==> src/rtl/wb_port_arbiter_pkg.sv <==
// Shared widths and FSM encoding for the write-back port arbiter.
// Imported by the interface and the arbiter top.
package wb_port_arbiter_pkg;

   localparam int XLEN   = 32;
   localparam int REG_AW = 5;

   typedef enum logic {
      PRI_PIPE = 1'b0,
      PRI_LONG = 1'b1
   } arb_state_e;

endpackage

==> src/rtl/wb_port_arbiter_if.sv <==
// Request/ready handshakes of both write-back sources plus the
// registered register-file write port.
interface wb_port_arbiter_if
   import wb_port_arbiter_pkg::*;
();

   logic              req0_valid;
   logic              req0_ready;
   logic [REG_AW-1:0] req0_rd;
   logic [XLEN-1:0]   req0_data;

   logic              req1_valid;
   logic              req1_ready;
   logic [REG_AW-1:0] req1_rd;
   logic [XLEN-1:0]   req1_data;

   logic              rf_we;
   logic [REG_AW-1:0] rf_waddr;
   logic [XLEN-1:0]   rf_wdata;

   modport master (
      output req0_valid, req0_rd, req0_data,
      output req1_valid, req1_rd, req1_data,
      input  req0_ready, req1_ready,
      input  rf_we, rf_waddr, rf_wdata
   );

   modport slave (
      input  req0_valid, req0_rd, req0_data,
      input  req1_valid, req1_rd, req1_data,
      output req0_ready, req1_ready,
      output rf_we, rf_waddr, rf_wdata
   );

endinterface

==> src/rtl/wb_port_arbiter.sv <==
// Register-file write-port arbiter: req0 has priority, req1 is forced
// after MAX_STARVE waits. Optional stall counter: WB_ARB_PERF_EN.
module wb_port_arbiter
   import wb_port_arbiter_pkg::*;
#(
   parameter int MAX_STARVE = 4,
   parameter int PERF_W     = 16
) (
   input  logic               clk,
   input  logic               rst_n,
   wb_port_arbiter_if.slave   wb
`ifdef WB_ARB_PERF_EN
   ,
   output logic [PERF_W-1:0]  perf_stall_cnt
`endif
);

   localparam int SCW = $clog2(MAX_STARVE + 1);
   localparam logic [SCW-1:0] STARVE_SAT  = SCW'(MAX_STARVE);
   localparam logic [SCW-1:0] STARVE_LAST = SCW'(MAX_STARVE - 1);

   arb_state_e        state_q, state_d;
   logic [SCW-1:0]    starve_q, starve_d;
   logic              rdy0, rdy1;
   logic              xfer0, xfer1;

   logic              rf_we_q;
   logic [REG_AW-1:0] rf_waddr_q;
   logic [XLEN-1:0]   rf_wdata_q;

   // Priority FSM and req1 starvation counter
   always_ff @(posedge clk or negedge rst_n) begin
      if (!rst_n) begin
         state_q  <= PRI_PIPE;
         starve_q <= '0;
      end else begin
         state_q  <= state_d;
         starve_q <= starve_d;
      end
   end

   // Ready generation and next-state logic
   always_comb begin
      state_d  = state_q;
      starve_d = starve_q;
      rdy0     = 1'b0;
      rdy1     = 1'b0;
      unique case (state_q)
         PRI_PIPE: begin
            rdy0 = 1'b1;
            rdy1 = !wb.req0_valid;
            if (wb.req1_valid && !rdy1) begin
               if (starve_q == STARVE_LAST)
                  state_d = PRI_LONG;
               if (starve_q != STARVE_SAT)
                  starve_d = starve_q + SCW'(1);
            end else begin
               starve_d = '0;
            end
         end
         PRI_LONG: begin
            rdy1     = 1'b1;
            state_d  = PRI_PIPE;
            starve_d = '0;
         end
         default: begin
            state_d  = PRI_PIPE;
            starve_d = '0;
         end
      endcase
   end

   assign xfer0 = wb.req0_valid && rdy0;
   assign xfer1 = wb.req1_valid && rdy1;

   // Registered write port; writes to x0 are accepted but not enabled
   always_ff @(posedge clk or negedge rst_n) begin
      if (!rst_n) begin
         rf_we_q    <= 1'b0;
         rf_waddr_q <= '0;
         rf_wdata_q <= '0;
      end else if (xfer0) begin
         rf_we_q    <= (wb.req0_rd != '0);
         rf_waddr_q <= wb.req0_rd;
         rf_wdata_q <= wb.req0_data;
      end else if (xfer1) begin
         rf_we_q    <= (wb.req1_rd != '0);
         rf_waddr_q <= wb.req1_rd;
         rf_wdata_q <= wb.req1_data;
      end else begin
         rf_we_q    <= 1'b0;
      end
   end

   assign wb.req0_ready = rdy0;
   assign wb.req1_ready = rdy1;
   assign wb.rf_we      = rf_we_q;
   assign wb.rf_waddr   = rf_waddr_q;
   assign wb.rf_wdata   = rf_wdata_q;

`ifdef WB_ARB_PERF_EN
   logic [PERF_W-1:0] perf_q;

   // Saturating count of cycles the pipeline is held off
   always_ff @(posedge clk or negedge rst_n) begin
      if (!rst_n)
         perf_q <= '0;
      else if (wb.req0_valid && !rdy0 && (perf_q != '1))
         perf_q <= perf_q + PERF_W'(1);
   end

   assign perf_stall_cnt = perf_q;
`endif

endmodule

==> src/flat_wrapper.sv <==
// flat-port wrapper written by rule: the top's interface ports become plain ports
module wb_port_arbiter_flat import wb_port_arbiter_pkg::*;
#(
   parameter int MAX_STARVE = 4,
   parameter int PERF_W     = 16
)
  (clk, rst_n, wb_req0_valid, wb_req0_rd, wb_req0_data, wb_req1_valid, wb_req1_rd, wb_req1_data, wb_req0_ready, wb_req1_ready, wb_rf_we, wb_rf_waddr, wb_rf_wdata);
  wb_port_arbiter_if wb_i ();
  input  logic clk;
  input  logic rst_n;
  input wire logic [$bits(wb_i.req0_valid)-1:0] wb_req0_valid;
  input wire logic [$bits(wb_i.req0_rd)-1:0] wb_req0_rd;
  input wire logic [$bits(wb_i.req0_data)-1:0] wb_req0_data;
  input wire logic [$bits(wb_i.req1_valid)-1:0] wb_req1_valid;
  input wire logic [$bits(wb_i.req1_rd)-1:0] wb_req1_rd;
  input wire logic [$bits(wb_i.req1_data)-1:0] wb_req1_data;
  output wire logic [$bits(wb_i.req0_ready)-1:0] wb_req0_ready;
  output wire logic [$bits(wb_i.req1_ready)-1:0] wb_req1_ready;
  output wire logic [$bits(wb_i.rf_we)-1:0] wb_rf_we;
  output wire logic [$bits(wb_i.rf_waddr)-1:0] wb_rf_waddr;
  output wire logic [$bits(wb_i.rf_wdata)-1:0] wb_rf_wdata;
  assign wb_i.req0_valid = wb_req0_valid;
  assign wb_i.req0_rd = wb_req0_rd;
  assign wb_i.req0_data = wb_req0_data;
  assign wb_i.req1_valid = wb_req1_valid;
  assign wb_i.req1_rd = wb_req1_rd;
  assign wb_i.req1_data = wb_req1_data;
  assign wb_req0_ready = wb_i.req0_ready;
  assign wb_req1_ready = wb_i.req1_ready;
  assign wb_rf_we = wb_i.rf_we;
  assign wb_rf_waddr = wb_i.rf_waddr;
  assign wb_rf_wdata = wb_i.rf_wdata;
  wb_port_arbiter #(.MAX_STARVE(MAX_STARVE), .PERF_W(PERF_W)) u_core (.clk(clk), .rst_n(rst_n), .wb(wb_i));
endmodule
==> config.mk <==
export PLATFORM = sky130hd
export DESIGN_NAME = wb_port_arbiter_flat
export DESIGN_NICKNAME = d
export VERILOG_FILES = /design/src/rtl/wb_port_arbiter_pkg.sv /design/src/rtl/wb_port_arbiter_if.sv /design/src/rtl/wb_port_arbiter.sv /design/src/flat_wrapper.sv
export SDC_FILE = /design/constraint.sdc
export NUM_CORES = 1
export LEC_CHECK = 0
export CAP_MARGIN = 20
export CORE_UTILIZATION = 37
export CTS_CLUSTER_SIZE = 14
export DETAILED_ROUTE_END_ITERATION = 6
export PLACE_DENSITY = 0.9
export SYNTH_ARGS = -nofsm -noshare
export SYNTH_HDL_FRONTEND = slang
export SYNTH_SLANG_ARGS = --single-unit
export TNS_END_PERCENT = 30
==> constraint.sdc <==
create_clock -name clk -period 1.21 [get_ports clk]
set_input_delay 0.242 -clock clk [delete_from_list [all_inputs] [get_ports clk]]
set_output_delay 0.242 -clock clk [all_outputs]
set_load 0.01 [all_outputs]
==> impl_metrics.tcl <==
set metrics [dict create \
    status "finished with violations" \
    failed_checks "negative setup slack" \
    area_growth_pct 73.17 \
    synth_area_um2 1968 \
    worst_setup_path_end_kind "output pin" \
    finalMaxSlewViolations 0 \
    pre_cts_ws_ns -0.4093 \
    dp_hpwl_mm 3.923 \
    synth_fp_nets 271 \
    r2r_cells 5 \
    nNetsFinal 392 \
    fmax_mhz 726.7 \
    synth_edf_count 0 \
    async_reset_ff_share_pct 100.0 \
    vias_per_cell 4.759 \
    clk_latency_ns 0.29 \
    whs_ns 0.4241 \
    ff2ff_setup_slack_ns -0.10 \
    grt_start_max_net_pins 43 \
    mostFrequentLayoutCell "clkdlybuf4s50_1" \
    min_path_cells 4 \
    drcViolationCount 0 \
    yosys.area.top_type "dfrtp_1" \
    firstDrtPassIters 4 \
    rr_startpoint "u_core.state_q$_DFF_PN0_" \
    initial_core_util_pct 38.54 \
    power_leakage_nw 1.541 \
    drt_iter0_drc 38 \
    critPathRequiredTime_ns 0.97 \
    power.density_nw_per_um2 1042 \
    min_to "u_core.wb.rf_we$_DFF_PN0_" \
    grt_pass1_wl_mm 7.879 \
    drv_cap 0 \
    ys_ff_latch 42 \
    core_um2 5107 \
    worstHoldStart "wb_req1_valid" \
    skew_ns 0.009661 \
    synth_area_leaders "dfrtp_1 (53%), mux2i_1 (19%), o21ai_0 (9.4%)" \
    critical_path.max_fanout 3 \
    critPathMaxStageDelay_ns 0.42 \
    std_cell_rows 26 \
    portBuffers 117 \
    clk_pin_slew_ns 0.09 \
    num_antenna_cells 0 \
    io_pins 118 \
    overflow 0 \
    clk_path_buf_depth 2 \
    seq_area_frac_synth_pct 53.40 \
    setup_ws_ns -0.1660 \
    power.total_mw 3.552 \
    finalHoldViolations 0 \
    synth_ff_type "dfrtp_1" \
    antenna_found_initial 0 \
    most-common-layout-cells "clkdlybuf4s50_1 (75), dfrtp_1 (42), nand2_1 (40)" \
    startpoint_type "register" \
    via_count 1818 \
    tritoncts "yes" \
    root_buffer "clkbuf_8" \
    numCtsBuffers 5 \
    place.gp.congestion 0.6978 \
    setup_viol 31 \
    grt_pass1_vias 1698 \
    rsz0062_at_grt "yes" \
    vdd_ir_drop_max_v 0.0005984 \
    tightest_slew_ns 0.3205 \
    cts.sinks 42 \
    chipHeight_um 74.94 \
    yosysUniqueCellTypes 18 \
    slew_headroom_pct 78.63 \
    post-route-min-period_ns 1.376 \
    htreeDepth 2 \
    path_cells "buf_6 -> nor2b_4 -> inv_1 -> buf_2" \
    drive_gt1_share_pct 7.372 \
    hp-class "in2reg" \
    die_area_um2 5615 \
    yosys.area.top_type_share_pct 53.40 \
    die_w_um 74.94 \
    syn_inst 190 \
    worst-setup-path-type "reg2out" \
    slowest_stage "dfrtp_1" \
    crit_arrival_ns 1.13 \
    routed_wl_mm 5.542 \
    fillCellCount 419 \
    antenna_left 0 \
    syn_area_per_cell_um2 10.36 \
    synth_warnings 0 \
    track_usage_pct 18.94 \
    regToRegEndpoint "u_core.starve_q[1]$_DFFE_PN0P_" \
    post-route-period-util_pct 113.7 \
    routedWlPerCell_um 14.51 \
]
## cell families after synthesis
logic type      Yosys count  share of synthesized area, %
compound gates           42                         10.68
xor+xnor                  1                        0.4451
fa+ha+maj                 3                         1.907
buf+inv                  19                         5.277
flops                    42                         53.40
mux                      37                         18.82
simple gates             46                         9.472
## registers in the layout, indices dropped and copies added (netlist names)
signal,count
u_core.wb.rf_wdata,32
u_core.starve_q,3
u_core.wb.rf_we,1
u_core.wb.rf_waddr,5
u_core.state_q,1
## metrics by stage
stage / util (%) / cell area (um^2) / std cells / TNS [ns]
after floorplan: - / 1968 / 190 / 0
after global placement: 62.93 / 3214 / 368 / -10.34
after detailed placement: 62.93 / 3214 / 368 / -12.38
after CTS: 65.19 / 3329 / 379 / -1.592
after global routing: 66.73 / 3408 / 382 / -4.379
final: 66.73 / 3408 / 382 / -1.562
## worst max-delay path, delay by kind of cell (launching register included)
family                 cells  cell delay, ns
buffers and inverters      3            0.31
flip-flops                 1            0.42
AND/OR/NAND/NOR            1            0.11
## worst max path at each step
stage | startpoint | endpoint | slack [ns] | cells past startpoint
6_report | u_core.state_q$_DFF_PN0_ | wb_req1_ready | -0.17 | 4
5_1_grt | u_core.state_q$_DFF_PN0_ | wb_req1_ready | -0.21 | 4
2_1_floorplan | u_core.state_q$_DFF_PN0_ | wb_req1_ready | 0.06 | 5
3_3_place_gp | wb_req0_valid | wb_req1_ready | -0.39 | 4
3_5_place_dp | wb_req0_valid | wb_req1_ready | -0.41 | 4
4_1_cts | u_core.state_q$_DFF_PN0_ | wb_req1_ready | -0.15 | 4
## cell usage after synthesis (2+ instances only)
master and count:
nand2_1 40, clkbuf_1 3, mux2i_1 37, buf_4 5, o21ai_0 37, inv_1 5
buf_2 5, ha_1 3, or4_1 2, a21oi_1 2, dfrtp_1 42, o21ai_1 3
## routing by layer
metal / global-route usage [%] / vias up / routed length, um
li1: - / 887 / -
met1: 21.70 / 856 / 2246
met2: 34.03 / 67 / 2894
met3: 4.418 / 8 / 335
met4: 7.547 / 0 / 65
met5: 0 / - / 0
## what timing repair did
| item | 4_1_cts | 5_1_grt |
|---|---|---|
| hold endpoints to repair | 42 | 0 |
| hold buffers | 1 | 0 |
| gates cloned | 0 | 2 |
| setup buffers | 2 | 1 |
| resized for setup | 68 | 21 |
| setup endpoints to repair | 42 | 61 |
## final cells by class
type / instances / area [um^2] / share of cell area (%)
Clock inverter: 2 / 37.54 / 1.101
Clock buffer: 6 / 72.57 / 2.129
Sequential cell: 42 / 1051 / 30.84
Multi-Input combinational cell: 129 / 820.8 / 24.08
Timing Repair Buffer: 128 / 1320 / 38.73
Inverter: 5 / 18.77 / 0.5507
Tap cell: 70 / 87.58 / 2.570
## power by group
part	switching (mW)	internal [mW]	leakage (nW)	total (mW)
registers	0.0664	1.53	0.512	1.59
logic	0.337	0.515	0.977	0.852
clock network	0.491	0.616	0.0514	1.11
total	0.895	2.66	1.54	3.55
No activity file was read; power rests on OpenSTA's default activity.
